--- config.mk ---
export PLATFORM = sky130hd
export DESIGN_NAME = point_serializer
export DESIGN_NICKNAME = d
export VERILOG_FILES = /design/src/rtl/point_serializer_pkg.sv /design/src/rtl/vec_fifo.sv /design/src/rtl/point_serializer.sv
export SDC_FILE = /design/constraint.sdc
export NUM_CORES = 1
export LEC_CHECK = 0
export BUFFER_PORTS_ARGS = -buffer_cell sky130_fd_sc_hd__buf_2
export CAP_MARGIN = 20
export CORE_UTILIZATION = 45
export DETAILED_ROUTE_END_ITERATION = 10
export PLACE_DENSITY = 0.76
export SLEW_MARGIN = 10
export SYNTH_ARGS = -nofsm -noshare
export SYNTH_HDL_FRONTEND = slang
export SYNTH_HIERARCHICAL = 1
export SYNTH_SLANG_ARGS = --single-unit
--- constraint.sdc ---
create_clock -name clk_in -period 4.1 [get_ports clk_in]
set_input_delay 0.41 -clock clk_in [delete_from_list [all_inputs] [get_ports clk_in]]
set_output_delay 0.41 -clock clk_in [all_outputs]
set_load 0.02 [all_outputs]
--- src/rtl/point_serializer_pkg.sv ---
// point_serializer_pkg
//   Shared types and constants for the translate -> serialize point path.
//   COORD_WIDTH / POINTS are the default geometry; point_t and vec_t are the
//   packed layouts both stages agree on. In vec_t, element POINTS-1 occupies
//   the MSBs and is therefore point 0 of the vector.
package point_serializer_pkg;

    localparam int COORD_WIDTH = 16;
    localparam int POINTS      = 4;

    typedef struct packed {
        logic [COORD_WIDTH-1:0] x;
        logic [COORD_WIDTH-1:0] y;
    } point_t;

    typedef point_t [POINTS-1:0] vec_t;

    // $clog2 that never returns 0, so counters/pointers keep at least one bit
    function automatic int clog2_min1(input int n);
        return (n > 1) ? $clog2(n) : 1;
    endfunction

endpackage

--- src/rtl/vec_fifo.sv ---
// vec_fifo
//   DEPTH-entry circular FIFO of WIDTH-bit vectors with wrapping pointers.
//   Ports:
//     clk, rst_n        clock, synchronous active-low reset (pointers/count)
//     push, push_data   write request; ignored while full
//     pop               retire head entry; ignored while empty
//     full, empty       occupancy flags from the registered count
//     head              current head entry (storage is not reset)
module vec_fifo
    import point_serializer_pkg::*;
#(
    parameter int WIDTH = 128,
    parameter int DEPTH = 2
) (
    input  logic             clk,
    input  logic             rst_n,
    input  logic             push,
    input  logic [WIDTH-1:0] push_data,
    input  logic             pop,
    output logic             full,
    output logic             empty,
    output logic [WIDTH-1:0] head
);

    localparam int PW = clog2_min1(DEPTH);
    localparam int CW = $clog2(DEPTH + 1);

    logic [WIDTH-1:0] mem [DEPTH];
    logic [PW-1:0]    wr_ptr;
    logic [PW-1:0]    rd_ptr;
    logic [CW-1:0]    count;
    logic             do_push;
    logic             do_pop;

    function automatic logic [PW-1:0] next_ptr(input logic [PW-1:0] p);
        return (p == PW'(DEPTH - 1)) ? '0 : p + PW'(1);
    endfunction

    assign do_push = push & ~full;
    assign do_pop  = pop & ~empty;

    always_ff @(posedge clk) begin
        if (!rst_n) begin
            wr_ptr <= '0;
            rd_ptr <= '0;
            count  <= '0;
        end else begin
            if (do_push) wr_ptr <= next_ptr(wr_ptr);
            if (do_pop)  rd_ptr <= next_ptr(rd_ptr);
            // push and pop together leave the occupancy unchanged
            case ({do_push, do_pop})
                2'b10:   count <= count + CW'(1);
                2'b01:   count <= count - CW'(1);
                default: count <= count;
            endcase
        end
    end

    always_ff @(posedge clk) begin
        if (do_push) mem[wr_ptr] <= push_data;
    end

    assign full  = (count == CW'(DEPTH));
    assign empty = (count == '0);
    assign head  = mem[rd_ptr];

endmodule

--- src/rtl/point_serializer.sv ---
// point_serializer
//   Buffers packed point vectors and emits them one (x,y) point per transfer,
//   point 0 (MSBs of the vector) first.
//   Ports:
//     clk_in, rst_in          clock, synchronous active-low reset
//     data_in, valid_in       input vector and its valid
//     ready_out               space available (registered-state only)
//     x_out, y_out, last_out  current point; last_out marks point POINTS-1
//     valid_out, ready_in     output handshake
module point_serializer
    import point_serializer_pkg::*;
#(
    parameter int COORD_WIDTH = point_serializer_pkg::COORD_WIDTH,
    parameter int POINTS      = point_serializer_pkg::POINTS,
    parameter int DEPTH       = 2
) (
    input  logic                          clk_in,
    input  logic                          rst_in,
    input  logic [2*COORD_WIDTH*POINTS-1:0] data_in,
    input  logic                          valid_in,
    output logic                          ready_out,
    output logic [COORD_WIDTH-1:0]        x_out,
    output logic [COORD_WIDTH-1:0]        y_out,
    output logic                          last_out,
    output logic                          valid_out,
    input  logic                          ready_in
);

    localparam int PTW = 2 * COORD_WIDTH;
    localparam int VW  = PTW * POINTS;
    localparam int LW  = clog2_min1(POINTS);

    logic [LW-1:0]  lane;
    logic           lane_last;
    logic           full;
    logic           empty;
    logic [VW-1:0]  head;
    logic [PTW-1:0] cur_pt;
    logic           push;
    logic           xfer;
    logic           pop;

    vec_fifo #(
        .WIDTH (VW),
        .DEPTH (DEPTH)
    ) u_fifo (
        .clk       (clk_in),
        .rst_n     (rst_in),
        .push      (push),
        .push_data (data_in),
        .pop       (pop),
        .full      (full),
        .empty     (empty),
        .head      (head)
    );

    assign ready_out = ~full;
    assign valid_out = ~empty;
    assign push      = valid_in & ready_out;
    assign xfer      = valid_out & ready_in;
    assign lane_last = (lane == LW'(POINTS - 1));
    // the head vector retires together with its final point
    assign pop       = xfer & lane_last;

    always_ff @(posedge clk_in) begin
        if (!rst_in) begin
            lane <= '0;
        end else if (xfer) begin
            lane <= lane_last ? '0 : lane + LW'(1);
        end
    end

    // point k sits at the top of the vector minus k slots
    always_comb begin
        cur_pt = head[(POINTS - 1 - int'(lane)) * PTW +: PTW];
    end

    // storage is not reset, so gate the data while nothing is buffered
    assign x_out    = valid_out ? cur_pt[PTW-1 -: COORD_WIDTH] : '0;
    assign y_out    = valid_out ? cur_pt[COORD_WIDTH-1:0]      : '0;
    assign last_out = valid_out & lane_last;

endmodule

==> impl_results.md <==
* Number of flops mapped to enable cells by yosys at 256
* Hold path start: data_in[115]
* Post-Syn Area per Cell at 19.2 um2
* Synth Area in Adders at 0.237%
* Cts bufs inserted at 27
* Cell Rows at 55
* Syn-to-layout area delta at 18.8%
* Clock root cell: clkbuf_16
* Input/output buffers at ~170
* Synth Area in Simple Gates at 0.996%
* Flops & latches, synth at 263
* Proportion of layout cells with a drive suffix above 1 at 46.3%
* Clock Path Buffers at 3
* GR Overflow Total at 0
* GR Layer Usage met2 at 28.8%
* Nature of the critical path endpoint: output pin
* Synthesized Nets at 685
* Fin. Hold Viols at 0
* Crit start category: register
* Nets at 860
* Library cells used by synthesis at 27
* WL/cell at 18.3 um
* Vias/cell at slightly above 5
* Layout Skew at 0.00952 ns
* Worst r2r src: u_fifo/count[0]
* Power Total at 0.00635 W
* Final Util at 54.9%
* Slew Viols, Final at 0
* CTS tree: built
* First-pass GRT wire length at 29600 um
* Die Area at 24100 um2
* Post-DRT Antenna Nets at 0
* CP Max Fanout at 48
* Syn Inst Count at approximately 550
* Antenna violations before repair at 2
* Die X at approximately 160 um
* Cell taking the most area after synthesis: edfxtp_1
* Design Area, Final at 12500 um2
* Peak supply drop at about 0.38 mV
* Async S/R FF share, synth at 0%
* Post-synth top area share at 72.8%
* Vias in the first global route at 5663
* CP Cell Sequence: buf_4, mux2_2, mux2i_1, o22ai_1, buf_2
* LEAKAGE at 4.36 nW
* Post-CTS setup buffers at 0
* Top Usage Layer GRT: met2
* Mapped cell area at 10600 um2
* H-tree levels at 1
* Top FF cell, synth: edfxtp_1
* FF+latch area at 7840 um2
* Yosys warns at 6
* DRC violations left at 0
* Post-route insts no fill at 1058
* Final setup vio count at 0
* Aggregate routed wire length at 19300 um
* CTS sink cnt at ~260
* Part of the Yosys area used for sequential elements at 74.2%
* Area of the multi-input gates at 2500 um2
* Status: finished, final reports clean
* Largest net degree at the start of global routing at a little under 80
* Worst-margin pin slew at 0.867 ns
* Multiplexer area fraction after synthesis at 19.9%
* Placer Congestion at 0.724
* Post-CTS Hold Fix Bufs at 0
* Placed instance count at 1010
* Area contributors post-synth: edfxtp_1 73%, mux2_2 14%, mux2i_1 6.3%
* DIE HEIGHT at 155 um
* GR Util met3 at 3.84%
* Crit path largest cell delay at 0.78 ns
* Placed Area at 11700 um2
* Max-slew headroom at 42.2%
* RSZ-0062 raised after global routing: no
* Clock-pin slew on the worst setup and hold paths at 0.06 ns
* Num ports at between 150 and 200
* Iter 0 DRT Violations at 256
* Clock latency on the worst-skew pair at 0.52 ns
* Critical path type: register to output pin
* Max Cap Viol at 0
* Post-cts resize count at 0
* Compound-gate portion of the synthesized area at 2.20%
* Initial Util at 46.2%
* Routed vias at 5405
* Setup TNS at 0 ns
* CORE AREA at approximately 23000 um2
* Filler cell count in the final layout at 1865
* Arrival time at the worst endpoint at 2.64 ns
* Hold WC Path Type: input port to register
* Crit path time final at between 3 and 4 ns
* 1st-pass router iterations at 4
* Met1 Use GR at ~20%
* PwrDens at around 510 nW/um2
* Diode count at 0
* Total track usage at 16.2%
* CP max-delay cell: dfxtp_4
* Critical path required time at 3.69 ns
* Post-synthesis xor/xnor area fraction at 0.249%
* Fmax at 0.328 GHz
* DP HPWL at around 12000 um
* Fin crit share at 74.4%
* Largest family of logic cells by synthesized area: multiplexers
[area by class of cell]
class                   instances  share of cell area (%)
well taps                     313                    3.12
clock buffers                  35                    5.63
inverters                       5                   0.180
repair buffers                175                    7.56
flip-flops and latches        263                    62.5
multi-input cells             254                    19.9
clock inverters                13                    1.11
[metal layers]
layer	wire (um)	vias to the layer above	part of all wire [%]
met5	20	-	0.10
met4	331	4	1.7
met3	1070	34	5.5
met2	9950	141	51
met1	7960	2690	41
li1	-	2536	-
[state kept, by name, summed over array words and instances, names as in the netlist, named ones only]
| name | count |
|---|---|
| lane | 2 |
| u_fifo/count | 2 |
| u_fifo/mem | 256 |
| u_fifo/rd_ptr | 1 |
| u_fifo/wr_ptr | 1 |
[placed cells by master, fill, tap and decap left out, types with 3 or more instances in the layout]
cell / Yosys / routed
clkbuf_16: 0 / 27
buf_12: 1 / 4
edfxtp_1: 256 / 256
clkbuf_1: 3 / 8
buf_4: 1 / 5
dfxtp_1: 7 / 5
xnor2_1: 3 / 3
o22ai_1: 32 / 32
mux2i_1: 66 / 66
clkinv_1: 0 / 6
mux2_2: 128 / 128
nor2b_1: 7 / 7
buf_2: 14 / 166
bufinv_16: 0 / 3
[final timing paths]
check        cells after the start  slack, ns                  to
max                              5       1.05           y_out[10]
min                              1       0.08  u_fifo/mem[1][115]
max reg2reg                      5       1.85   u_fifo/mem[1][12]
min reg2reg                      2       0.49       u_fifo/wr_ptr
[cell usage after synthesis, types with 2 or more instances]
master    number
clkbuf_1       3
buf_6          7
a21boi_1       2
o22ai_1       32
dfxtp_1        7
mux2_2       128
and2_1         2
edfxtp_1     256
clkbuf_4       2
nand2_1        2
o21ai_0        2
or3_1          2
nor2_1         2
inv_1          3
mux2i_1       66
buf_2         14
ha_1           2
nor2b_1        7
inv_2          2
xnor2_1        3
[worst max-delay path: cells and delay by family (launching register included)]
| kind | cells | cell delay (ns) |
|---|---|---|
| compound gates | 1 | 0.12 |
| buf+inv | 2 | 0.68 |
| flops | 1 | 0.78 |
| mux | 2 | 0.52 |
[stage by stage]
stage / setup slack, ns / hold WS (ns)
2_1_floorplan: 0.975 / 0.457
3_3_place_gp: 1.57 / 0.476
3_5_place_dp: 1.54 / 0.481
4_1_cts: 1.00 / 0.0537
5_1_grt: 0.865 / 0.0534
6_report: 1.05 / 0.0777
[power by group]
part,switching (W),leakage (nW),internal (W)
sequential,0.0000579,2.45,0.00322
clock,0.000938,0.406,0.00139
combinational,0.000437,1.51,0.000304
total,0.00143,4.36,0.00491
[cells by family after synthesis]
family | Yosys count
flops | 263
mux | 194
compound gates | 37
buf+inv | 34
simple gates | 18
xor+xnor | 3
fa+ha+maj | 2
Power figures use the tool's default switching activity.
